### src/rtl/ring_arb_pkg.sv
`default_nettype none
// ============================================================================
// Module   : ring_arb_pkg
// Purpose  : Shared definitions for the ring round-robin arbiter: FSM state
//            encoding and one-hot helper functions.
// Contents : IDLE / OWNED state constants, onehot_rotr(), onehot2bin().
// Revision : 1.0 - initial release
// ============================================================================
package ring_arb_pkg;

    // Helpers work on a fixed maximum width. Callers size-cast in and out,
    // which keeps the functions usable for any requester count up to MAX_N.
    localparam int MAX_N = 64;

    localparam logic [0:0] IDLE  = 1'b0;
    localparam logic [0:0] OWNED = 1'b1;

    // Rotate the low n bits of vec right by one; bit 0 wraps into bit n-1.
    // Bits at and above n are expected to be zero on entry.
    function automatic logic [MAX_N-1:0] onehot_rotr(input logic [MAX_N-1:0] vec,
                                                     input int               n);
        logic [MAX_N-1:0] r;
        r        = vec >> 1;
        r[n-1]   = r[n-1] | vec[0];
        return r;
    endfunction

    // Binary index of the set bit in a one-hot vector; 0 for an all-zero vector.
    function automatic int onehot2bin(input logic [MAX_N-1:0] vec);
        int idx;
        idx = 0;
        for (int i = 0; i < MAX_N; i++) begin
            if (vec[i]) begin
                idx = i;
            end
        end
        return idx;
    endfunction

endpackage
`default_nettype wire

### src/rtl/rr_pick.sv
`default_nettype none
// ============================================================================
// Module   : rr_pick
// Purpose  : Combinational round-robin selector. Returns the first set bit
//            of req found by searching downward from the ptr position
//            (ptr bit first), wrapping from bit 0 to bit N-1.
// Ports    : req        [N-1:0] in   request vector
//            ptr        [N-1:0] in   one-hot priority pointer
//            pick       [N-1:0] out  one-hot selection (zero if no request)
//            pick_valid         out  high when any request is set
// Revision : 1.0 - initial release
// ============================================================================
module rr_pick #(
    parameter int N = 8
) (
    input  logic [N-1:0] req,
    input  logic [N-1:0] ptr,
    output logic [N-1:0] pick,
    output logic         pick_valid
);

    // Thermometer of bits 0..p where p is the ptr position. The upper copy of
    // req is masked with it, so in the double-width vector {req & mask, req}
    // the highest set bit is exactly the first hit of the downward, wrapping
    // search that starts at p.
    logic [N-1:0] w_mask;
    logic [N-1:0] w_hi;

    assign w_mask = ptr | (ptr - {{(N-1){1'b0}}, 1'b1});
    assign w_hi   = req & w_mask;

    always_comb begin
        pick       = '0;
        pick_valid = 1'b0;
        // Ascending scans, later hits overwrite: the last hit is the highest
        // index of the double-width vector (upper half dominates).
        for (int j = 0; j < N; j++) begin
            if (req[j]) begin
                pick       = '0;
                pick[j]    = 1'b1;
                pick_valid = 1'b1;
            end
        end
        for (int j = 0; j < N; j++) begin
            if (w_hi[j]) begin
                pick       = '0;
                pick[j]    = 1'b1;
                pick_valid = 1'b1;
            end
        end
    end

endmodule
`default_nettype wire

### src/rtl/ring_rr_arbiter.sv
`default_nettype none
// ============================================================================
// Module   : ring_rr_arbiter
// Purpose  : Round-robin arbiter sharing one resource among N requesters.
//            A one-hot ring pointer (MSB hot at reset) sets priority; a
//            grant is held until release or MAX_HOLD timeout, after which
//            the pointer moves one position below the last owner.
// Ports    : clk                 in   clock, rising edge
//            reset               in   asynchronous active-high reset
//            req       [N-1:0]   in   request vector
//            grant     [N-1:0]   out  one-hot grant or zero (registered)
//            grant_idx [IW-1:0]  out  binary index of owner, 0 when idle
//            busy                out  high while grant is nonzero
//            timeout             out  one-cycle pulse on MAX_HOLD revocation
// Revision : 1.0 - initial release
// ============================================================================
module ring_rr_arbiter
    import ring_arb_pkg::*;
#(
    parameter int N        = 8,
    parameter int MAX_HOLD = 16,
    parameter int IW       = $clog2(N)
) (
    input  logic          clk,
    input  logic          reset,
    input  logic [N-1:0]  req,
    output logic [N-1:0]  grant,
    output logic [IW-1:0] grant_idx,
    output logic          busy,
    output logic          timeout
);

    // Hold counter wide enough to reach MAX_HOLD; one bit when timeout is off.
    localparam int HW = (MAX_HOLD < 1) ? 1 : $clog2(MAX_HOLD + 1);

    logic [0:0]    state_q,     state_d;
    logic [N-1:0]  ptr_q,       ptr_d;
    logic [HW-1:0] hold_cnt_q,  hold_cnt_d;
    logic [N-1:0]  grant_q,     grant_d;
    logic [IW-1:0] grant_idx_q, grant_idx_d;
    logic          timeout_q,   timeout_d;

    logic [N-1:0]  w_pick;
    logic          w_pick_valid;
    logic          w_release;
    logic          w_expire;

    rr_pick #(
        .N (N)
    ) u_pick (
        .req        (req),
        .ptr        (ptr_q),
        .pick       (w_pick),
        .pick_valid (w_pick_valid)
    );

    // Only the owner's own request bit matters while OWNED.
    assign w_release = (state_q == OWNED) && ((req & grant_q) == '0);
    assign w_expire  = (state_q == OWNED) && !w_release && (MAX_HOLD != 0) &&
                       (hold_cnt_q == HW'(MAX_HOLD));

    // State register
    always_ff @(posedge clk or posedge reset) begin
        if (reset) begin
            state_q     <= IDLE;
            ptr_q       <= {1'b1, {(N-1){1'b0}}};
            hold_cnt_q  <= '0;
            grant_q     <= '0;
            grant_idx_q <= '0;
            timeout_q   <= 1'b0;
        end else begin
            state_q     <= state_d;
            ptr_q       <= ptr_d;
            hold_cnt_q  <= hold_cnt_d;
            grant_q     <= grant_d;
            grant_idx_q <= grant_idx_d;
            timeout_q   <= timeout_d;
        end
    end

    // Next-state logic
    always_comb begin
        state_d    = state_q;
        ptr_d      = ptr_q;
        hold_cnt_d = hold_cnt_q;
        case (state_q)
            IDLE: begin
                if (w_pick_valid) begin
                    state_d    = OWNED;
                    hold_cnt_d = HW'(1);
                end
            end
            OWNED: begin
                if (w_release || w_expire) begin
                    state_d    = IDLE;
                    hold_cnt_d = '0;
                    // Previous owner drops to lowest priority next round.
                    ptr_d      = N'(onehot_rotr(MAX_N'(grant_q), N));
                end else if (hold_cnt_q != '1) begin
                    hold_cnt_d = hold_cnt_q + HW'(1);
                end
            end
            default: begin
                state_d = IDLE;
            end
        endcase
    end

    // Output logic (registered through grant_q / grant_idx_q / timeout_q)
    always_comb begin
        grant_d   = grant_q;
        timeout_d = 1'b0;
        case (state_q)
            IDLE: begin
                grant_d = w_pick;
            end
            OWNED: begin
                if (w_release || w_expire) begin
                    grant_d = '0;
                end
                timeout_d = w_expire;
            end
            default: begin
                grant_d = '0;
            end
        endcase
        grant_idx_d = IW'(onehot2bin(MAX_N'(grant_d)));
    end

    assign grant     = grant_q;
    assign grant_idx = grant_idx_q;
    assign busy      = |grant_q;
    assign timeout   = timeout_q;

endmodule
`default_nettype wire

### config.mk
export PLATFORM = sky130hd
export DESIGN_NAME = ring_rr_arbiter
export DESIGN_NICKNAME = d
export VERILOG_FILES = /design/src/rtl/ring_arb_pkg.sv /design/src/rtl/rr_pick.sv /design/src/rtl/ring_rr_arbiter.sv
export SDC_FILE = /design/constraint.sdc
export NUM_CORES = 1
export LEC_CHECK = 0
export ABC_CLOCK_PERIOD_IN_PS = 3100
export CAP_MARGIN = 5
export CORE_ASPECT_RATIO = 1.4
export CORE_UTILIZATION = 57
export CTS_CLUSTER_DIAMETER = 50
export DETAILED_ROUTE_END_ITERATION = 10
export HOLD_SLACK_MARGIN = 0.02
export PLACE_DENSITY = 0.86
export SYNTH_ARGS = -nofsm -noshare
export SYNTH_HDL_FRONTEND = slang
export SYNTH_SLANG_ARGS = --single-unit
### constraint.sdc
create_clock -name clk -period 3.1 [get_ports clk]
set_input_delay 0.62 -clock clk [delete_from_list [all_inputs] [get_ports clk]]
set_output_delay 0.62 -clock clk [all_outputs]
set_load 0.02 [all_outputs]
; ---- Yosys cells after proc, flatten, opt, wreduce, memory -nomap -nowiden
; Cells that the tools add are included.
[totals]
ff_bits = 26
wordCells = 76
[classes]
addsub = 2
n_eq_ne = 5
n_mux = 49
n_bitwise = 4
reduce_logical = 9
[ops]
columns = cell, count
row1 = $mux W8, 10
row2 = $mux W1, 21
row3 = $mux W3, 7
row4 = $mux W5, 4
row5 = $and A8 B8 Y8, 2
row6 = $pmux W8 S2, 1
row7 = $pmux W5 S2, 1
row8 = $logic_not A8 Y1, 1
row9 = $or A8 B8 Y8, 1
row10 = $reduce_or A8 Y1, 1
row11 = $sub A8 B1 Y8 const B, 1
row12 = $mux W7, 1
row13 = $mux W6, 1
row14 = $add A5 B1 Y5 const B, 1
row15 = $eq A5 B5 Y1 const B, 1
row16 = $ne A5 B5 Y1 const B, 1
row17 = $mux W4, 1
row18 = $ne A2 B1 Y1 const B, 2
row19 = $reduce_and A2 Y1, 2
row20 = $logic_and A1 B1 Y1, 3
row21 = $ne A3 B1 Y1 const B, 1
row22 = $mux W2, 1
row23 = $pmux W1 S2, 1
row24 = $logic_not A1 Y1, 1
row25 = other kinds (2), 2

; ---- Logic depth before layout (Yosys ltp)
; Gate-level depths: netlist of run 1.
[depth]
ltp_word = 24
depth_mapped = 8
depth_no_buf = 8

; ---- Modules after synthesis
; A second synthesis of run 1 with hierarchy kept.
[unflattened]
cells_unflattened = 177
area_unflattened_um2 = 1625.3
[modules_own_cells]
columns = module, instances, cells_each, area_per_inst_um2, seq_area_each_um2
row1 = ring_rr_arbiter, 1, 126, 1298.7, 651.9
row2 = rr_pick, 1, 51, 326.6, 0.0

; ---- Worst setup path after synthesis of run 1
; OpenSTA, ideal clock, no wires.
[synth_path]
path_kind = input -> register
from = input port req[0]
to = register grant_idx_q[1], in the netlist grant_idx[1]
t_arrival_ns = 2.115
required_ns = 2.996
slack_ns = 0.882
path_stages = 7
path_cell_list = or4_4 > o31ai_2 > o221ai_1 > o32a_1 > clkinv_1 > nor2_1 > o311ai_1
[synth_via]
elab_chain_len = 16
word_cells_on_any_way = 24
[synth_lines]
columns = element, line_no
row1 = "start, declared", ring_rr_arbiter.sv:26  ; input logic [N-1:0] req,
row2 = $and A8 B8 Y8, rr_pick.sv:30  ; assign w_hi = req & w_mask;
row3 = $mux W8 (8 in series), rr_pick.sv:45  ; if (w_hi[j]) begin
row4 = $pmux W8 S2 *, ring_rr_arbiter.sv:113  ; case (state_q)
row5 = net grant_d[2], ring_rr_arbiter.sv:39  ; logic [N-1:0] grant_q, grant_d;
row6 = $mux W3 * (6 in series), ring_arb_pkg.sv:33  ; if (vec[i]) begin
row7 = net grant_idx_d[1], ring_rr_arbiter.sv:40  ; logic [IW-1:0] grant_idx_q, grant_idx_d;
row8 = "end signal, assigned", ring_rr_arbiter.sv:76  ; grant_idx_q <= grant_idx_d;
row9 = "end, declared", ring_rr_arbiter.sv:40
; The timed path passes the listed nets; every way through them passes the cells marked *. The select of a mux whose other input is x is not followed.
; A chain may end at the register's enable or synchronous reset.

; ---- Final worst setup path of run 1
[layout_path]
from = input port req[0]
to = register grant_idx_q[0], in the netlist grant_idx[0]
[layout_via]
elab_chain_len = 17
word_cells_on_any_way = 25
[layout_lines]
columns = element, line_no
row1 = $and A8 B8 Y8, rr_pick.sv:30
row2 = $mux W8 (8 in series), rr_pick.sv:45
row3 = $pmux W8 S2 *, ring_rr_arbiter.sv:113
row4 = net grant_d[1], ring_rr_arbiter.sv:39
row5 = $mux W1 *, ring_arb_pkg.sv:33
row6 = $mux W3 * (6 in series), ring_arb_pkg.sv:33
row7 = net grant_idx_d[0], ring_rr_arbiter.sv:40
; Marks and branches as above.

==> results of run 1 <==
## where the power goes
| part | internal, W | switching [W] |
|---|---|---|
| logic | 0.000385 | 0.000495 |
| registers | 0.000425 | 0.000116 |
| clock network | 0.000131 | 0.000109 |
## cell families after synthesis
| logic type | count (synthesis) | share of synthesized area |
|---|---|---|
| AO/OA/AOI/OAI | 53 | 0.282 |
| buffers and inverters | 16 | 0.0392 |
| AND/OR/NAND/NOR | 48 | 0.177 |
| adder cells (fa/ha/maj) | 3 | 0.0245 |
| flip-flops | 26 | 0.425 |
| multiplexers | 7 | 0.0514 |
## worst max-delay path, stage by stage
cell and delay [ns]:
clkdlybuf4s50_1 0.51, or4_4 0.62, o31ai_2 0.24, a22oi_1 0.13
o41ai_2 0.28, a21oi_1 0.15, o311ai_1 0.30
## final cells by class
cell class	count	area [µm²]	share of cell area
Multi-Input combinational cell	111	821	0.441
Clock inverter	1	30.0	0.0161
Clock buffer	3	22.5	0.0121
Tap cell	34	42.5	0.0228
Timing Repair Buffer	26	250	0.134
Sequential cell	26	652	0.350
Inverter	12	45.0	0.0242
## synth_stat cells (2+ instances only)
master,n
or3_1,3
mux2_2,7
nand4_1,3
nor4_1,2
dfrtp_1,25
o311ai_1,2
ha_1,3
o21ai_0,7
o31ai_1,4
nand2b_1,2
clkbuf_1,4
a32o_1,3
nor2b_1,2
a22oi_1,7
nor3_1,2
a21oi_1,8
inv_1,10
and2_1,2
nand2_1,11
a22o_1,3
and3_1,3
nand3_1,2
nor2_1,8
## per-layer routing
| metal | global-route usage | up-vias | routed length (µm) |
|---|---|---|---|
| met2 | 0.513 | 71 | 2010 |
| met1 | 0.387 | 675 | 1550 |
| met3 | 0.0659 | 23 | 291 |
| li1 | - | 641 | - |
| met5 | 0 | - | 0 |
| met4 | 0.173 | 0 | 165 |
## sequential cells by signal (all words and copies together) (netlist names)
| signal | flops |
|---|---|
| grant_idx | 3 |
| state_q | 1 |
| timeout | 1 |
| ptr_q | 8 |
| hold_cnt_q | 5 |
| grant | 8 |
## final timing paths
| path | start | to | slack [ns] | depth (start not counted) |
|---|---|---|---|---|
| worst max-delay path | req[0] | grant_idx[0]$_DFF_PP0_ | 0.48 | 7 |
| worst min-delay path | hold_cnt_q[3]$_DFFE_PP0P_ | hold_cnt_q[3]$_DFFE_PP0P_ | 0.54 | 1 |
| worst max register to register | ptr_q[1]$_DFFE_PP0P_ | grant_idx[2]$_DFF_PP0_ | 0.74 | 6 |
| worst min register to register | hold_cnt_q[3]$_DFFE_PP0P_ | hold_cnt_q[3]$_DFFE_PP0P_ | 0.54 | 1 |
| max in group asynchronous | reset | grant[2]$_DFF_PP0_ | 1.72 | 2 |
| min in group asynchronous | reset | hold_cnt_q[3]$_DFFE_PP0P_ | 0.78 | 2 |
## placed cells by master (no fill, tap or decap), drive strengths merged, types with 3 or more instances in the layout
| cell | count |
|---|---|
| nand2 | 11 |
| ha | 3 |
| a22oi | 8 |
| a22o | 3 |
| nand4 | 3 |
| or3 | 3 |
| buf | 4 |
| nor3 | 3 |
| clkbuf | 3 |
| o21ai | 8 |
| clkdlybuf4s50 | 22 |
| dfrtp | 25 |
| nor4 | 3 |
| o31ai | 6 |
| nor2 | 8 |
| mux2 | 7 |
| a32o | 3 |
| a21oi | 9 |
| inv | 11 |
| and3 | 4 |
## per-stage QoR
| stage | util | setup WS [ns] | power (W) | std cells | cell area, µm² |
|---|---|---|---|---|---|
| 6_report | 0.754 | 0.483 | 0.00166 | 213 | 1860 |
| 5_1_grt | 0.754 | 0.400 | 0.00176 | 213 | 1860 |
| 4_1_cts | 0.754 | 0.516 | 0.00165 | 213 | 1860 |
| 3_5_place_dp | 0.733 | 0.177 | 0.00140 | 209 | 1810 |
| 3_3_place_gp | 0.733 | 0.267 | 0.00138 | 209 | 1810 |
| 2_1_floorplan | - | 0.882 | 0.00110 | 153 | 1530 |
==> results.md, run 1 <==
* Total congestion overflow at 0
* Initial antenna violation count at 0
* Syn Nets at between 150 and 200
* Root Buffer: clkbuf_4
* CTS Buf Count at 3
* TritonCTS clock tree: done
* Die Width at about 46 µm
* WL final at between 4000 and 5000 µm
* Seq/Total Area, Yosys at 0.425
* Synth Cell Area at around 1500 µm²
* Die footprint at 2900 µm²
* Gr usage total at 0.320
* WL per Instance at between 15 and 20 µm
* Drt via density at around 6.6
* Core area at ~2500 µm²
* RSZ-0062 raised after global routing: false
* Peak supply drop at 0.717 mV
* Initial Utilization at 0.621
* ANT cells at 0
* DP Wirelength at ~3000 µm
* Max-Cap Viols at 0
* DR iter-0 viols at slightly below 90
* Setup crit end kind: register
* Required time of the worst setup path at between 3 and 4 ns
* Via count at between 1000 and 1500
* Routability cong. at roughly 0.9
* P_leak at between 0.8 and 0.9 nW
* Headroom to the max-slew limit at 0.349
* Worst min path class: reg2reg
* Avg Cell Area, Syn at ~10 µm²
* First-pass GRT wire length at about 6700 µm
* Fin. max-slew vios at 0
* Worst hold slack at 0.537 ns
* Largest net degree at the start of global routing at 27
* Mapped Cells at about 150
* DRC at 0
* YS warnings at 0
* Worst-Margin Slew at approximately 0.97 ns
* Crit Path Max Fanout at 6
* Clock Skews at approximately 0.012 ns
* Ports at 23
* Minimum clock period at between 2 and 3 ns
* TritonRoute pass-1 iters at 4
* Dominant cell type by area after synthesis: dfrtp_1
* Final setup TNS at 0 ns
* Area contributors post-synth: dfrtp_1 41%, mux2_2 5.1%, a22oi_1 3.4%
* Number of distinct library cells after synthesis at 53
* Clock Tree Buf Depth at 2
* # port buffers at 22
* H-tree levels at 1
* Vias in the first global route at roughly 1500
* Synth top area share at 0.408
* Clock transition at path regs at approximately 0.15 ns
* Outcome: complete, no violations
* Ratio of final minimum period to clock period at 0.844
* Rows at 21
* Crit Path Class: in2reg
* Sinks on Clock Net at 26
* Setup Viol. Count Final at 0
* Final ANT Viol Nets at 0
* Die Ht at 63.4 µm
* Critical path arrival at approximately 2.9 ns
* Setup bufs post-CTS at 0
* Top FF cell, synth: dfrtp_1
* # nets final at slightly below 200
* Fill cells at between 150 and 200
* Post-CTS sizing at 0
* Area grow syn2layout at 21.6%
* Post-synth EDFFs at 0
* FFs w/ async S/R, synth at 1.00
* Seq cells post-synth at 26
* Startpoint types: input pin
* FMAX at approximately 0.38 GHz
* # hold bufs at CTS at 0
* Share of cells above drive strength 1 at 0.162
* P per Cell Area at 892 nW/µm²
* Fin. Hold Viols at 0
* Clock latency reported for the late side of the worst-skew pair at approximately 0.34 ns
Power figures use the tool's default switching activity.
==> inputs of run 2 (changes only) <==
ABC_CLOCK_PERIOD_IN_PS = 2500   (was 3100)
CORE_UTILIZATION = 53   (was 57)
PLACE_DENSITY = 0.81   (was 0.86)
clock period = 2.5 ns   (was 3.1 ns; I/O delays follow)
==> run 2 against run 1 <==
Net effect: design area grew 9.3%; first-iteration DRC count rose by 52%; final cell count is 11% higher; clock skew increased by 0.0049 ns; critical path depth grew 1; die area up 7.3%; worst setup slack worse by 0.46 ns; via count increased by 5.4%; non-clock buffer count rose by 22; utilization rose by 0.81 points; critical endpoint is now grant_idx[1]$_DFF_PP0_.
==> results.md, run 2 (synthesized netlist as in run 1, its figures left out) <==
* Outcome: complete, no violations
* P_leak at 0.957 nW
* Crit Path Class: in2reg
* # nets final at around 220
* Finished Core Util at 0.762
* WL final at 4170 µm
* Die footprint at about 3100 µm²
* Ports at 23
* Rows at 22
* Most common cell after layout, fill and taps aside: buf_4
* Setup Viol. Count Final at 0
* Core area at 2670 µm²
* Clock latency reported for the late side of the worst-skew pair at between 0.3 and 0.4 ns
* DRC at 0
* Placed Instances at ~230
* Die Ht at between 60 and 70 µm
* Total power at roughly 0.0021 W
* First-pass GRT wire length at between 6000 and 7000 µm
* Via count at ~1500
* H-tree levels at 1
* Ratio of final minimum period to clock period at 0.990
* Worst hold slack at between 0.4 and 0.5 ns
* Total congestion overflow at 0
* Startpoint types: input pin
* Critical path arrival at around 2.7 ns
* Initial antenna violation count at 0
* Minimum clock period at between 2 and 2.5 ns
* WL per Instance at 17.6 µm
* Clock transition at path regs at ~0.14 ns
* Final non-filler cell total at 237
* Share of cells above drive strength 1 at 0.259
* Setup crit end kind: register
* Worst min path class: in2async
* P per Cell Area at between 1000 and 1500 nW/µm²
* Routability cong. at roughly 0.9
* Worst Reg-to-Reg Cells at 5
* Initial Utilization at 0.574
* Peak supply drop at 0.786 mV
* CTS Buf Count at 3
* Largest net degree at the start of global routing at 16
* Fin. max-slew vios at 0
* Fin. Hold Viols at 0
* Dpl ws at -0.259 ns
* Crit Path Max Fanout at 4
* Drt via density at about 6.3
* Commonest non-fill, non-tap cells in the layout: 26 x buf_4, 25 x dfrtp_1, 19 x clkdlybuf4s50_1
* DR iter-0 viols at about 130
* Final ANT Viol Nets at 0
* Worst-Margin Slew at 0.484 ns
* Final worst setup slack at roughly 0.025 ns
* Required time of the worst setup path at 2.71 ns
* Gr usage total at 0.292
* Reg2reg end: grant_idx[2]$_DFF_PP0_
* RR Startpoint: ptr_q[1]$_DFFE_PP0P_
* TritonCTS clock tree: done
* Root Buffer: clkbuf_4
* Headroom to the max-slew limit at 0.675
* Vias in the first global route at 1452
* FMAX at between 0.4 and 0.5 GHz
* Internal reg-to-reg setup slack at 0.21 ns
* Sinks on Clock Net at 26
* Clock Tree Buf Depth at 2
* ANT cells at 0
* Max-Cap Viols at 0
* # port buffers at 22
* Die Width at between 40 and 50 µm
* Clock Skews at between 0.015 and 0.02 ns
* Area grow syn2layout at 32.8%
* DP Wirelength at 3230 µm
* TritonRoute pass-1 iters at 4
[run 2: area by class of cell]
type                            instances  area [µm²]
Tap cell                               36        45.0
Sequential cell                        26         652
Clock buffer                            4        26.3
Fill cell                             187         634
Multi-Input combinational cell        111         845
Inverter                               12        45.0
Timing Repair Buffer                   48         423
[run 2: critical path: stages]
cell and delay, ns:
clkdlybuf4s50_1 0.47, or4_4 0.49, o31ai_4 0.32, o221ai_2 0.13, o32a_1 0.37, inv_2 0.07
nor2_1 0.04, o311ai_1 0.30
[run 2: how the worst max path moves through the flow]
stage                                    start                      to  slack (ns)  cells past startpoint
after CTS                               req[5]  grant_idx[1]$_DFF_PP0_        0.03                      8
after detailed placement                req[5]  grant_idx[1]$_DFF_PP0_       -0.26                      8
final                                   req[7]  grant_idx[1]$_DFF_PP0_        0.02                      8
after global routing                    req[7]  grant_idx[1]$_DFF_PP0_       -0.02                      8
after floorplan           ptr_q[1]$_DFFE_PP0P_  grant_idx[2]$_DFF_PP0_        0.39                      6
after global placement                  req[0]  grant_idx[1]$_DFF_PP0_       -0.14                      8
[run 2: timing repair]
item | 4_1_cts | 5_1_grt
resized for setup | 0 | 7
setup endpoints to repair | 0 | 1
setup buffers | 0 | 2
endpoints found under the hold margin | 0 | 0
hold buffers | 0 | 0
[run 2: report_power, final]
group | switching, W | leakage, nW | total [W] | internal (W)
registers | 0.000139 | 0.348 | 0.000667 | 0.000527
clock network | 0.000117 | 0.0150 | 0.000180 | 0.0000626
logic | 0.000657 | 0.595 | 0.00125 | 0.000592
total | 0.000913 | 0.957 | 0.00210 | 0.00118
[run 2: per-layer routing]
metal / up-vias / part of all wire / routed length, µm / global-route usage
met2: 80 / 0.51 / 2130 / 0.485
met1: 712 / 0.40 / 1660 / 0.363
met3: 13 / 0.065 / 269 / 0.0440
met4: 0 / 0.026 / 110 / 0.125
met5: - / 0 / 0 / 0
li1: 681 / - / - / -
[run 2: metrics by stage]
step                cell area, µm²  TNS, ns
floorplan                     1530        0
global placement              1960   -0.335
detailed placement            1960   -0.616
CTS                           1990        0
global route                  2040  -0.0169
finish                        2040        0
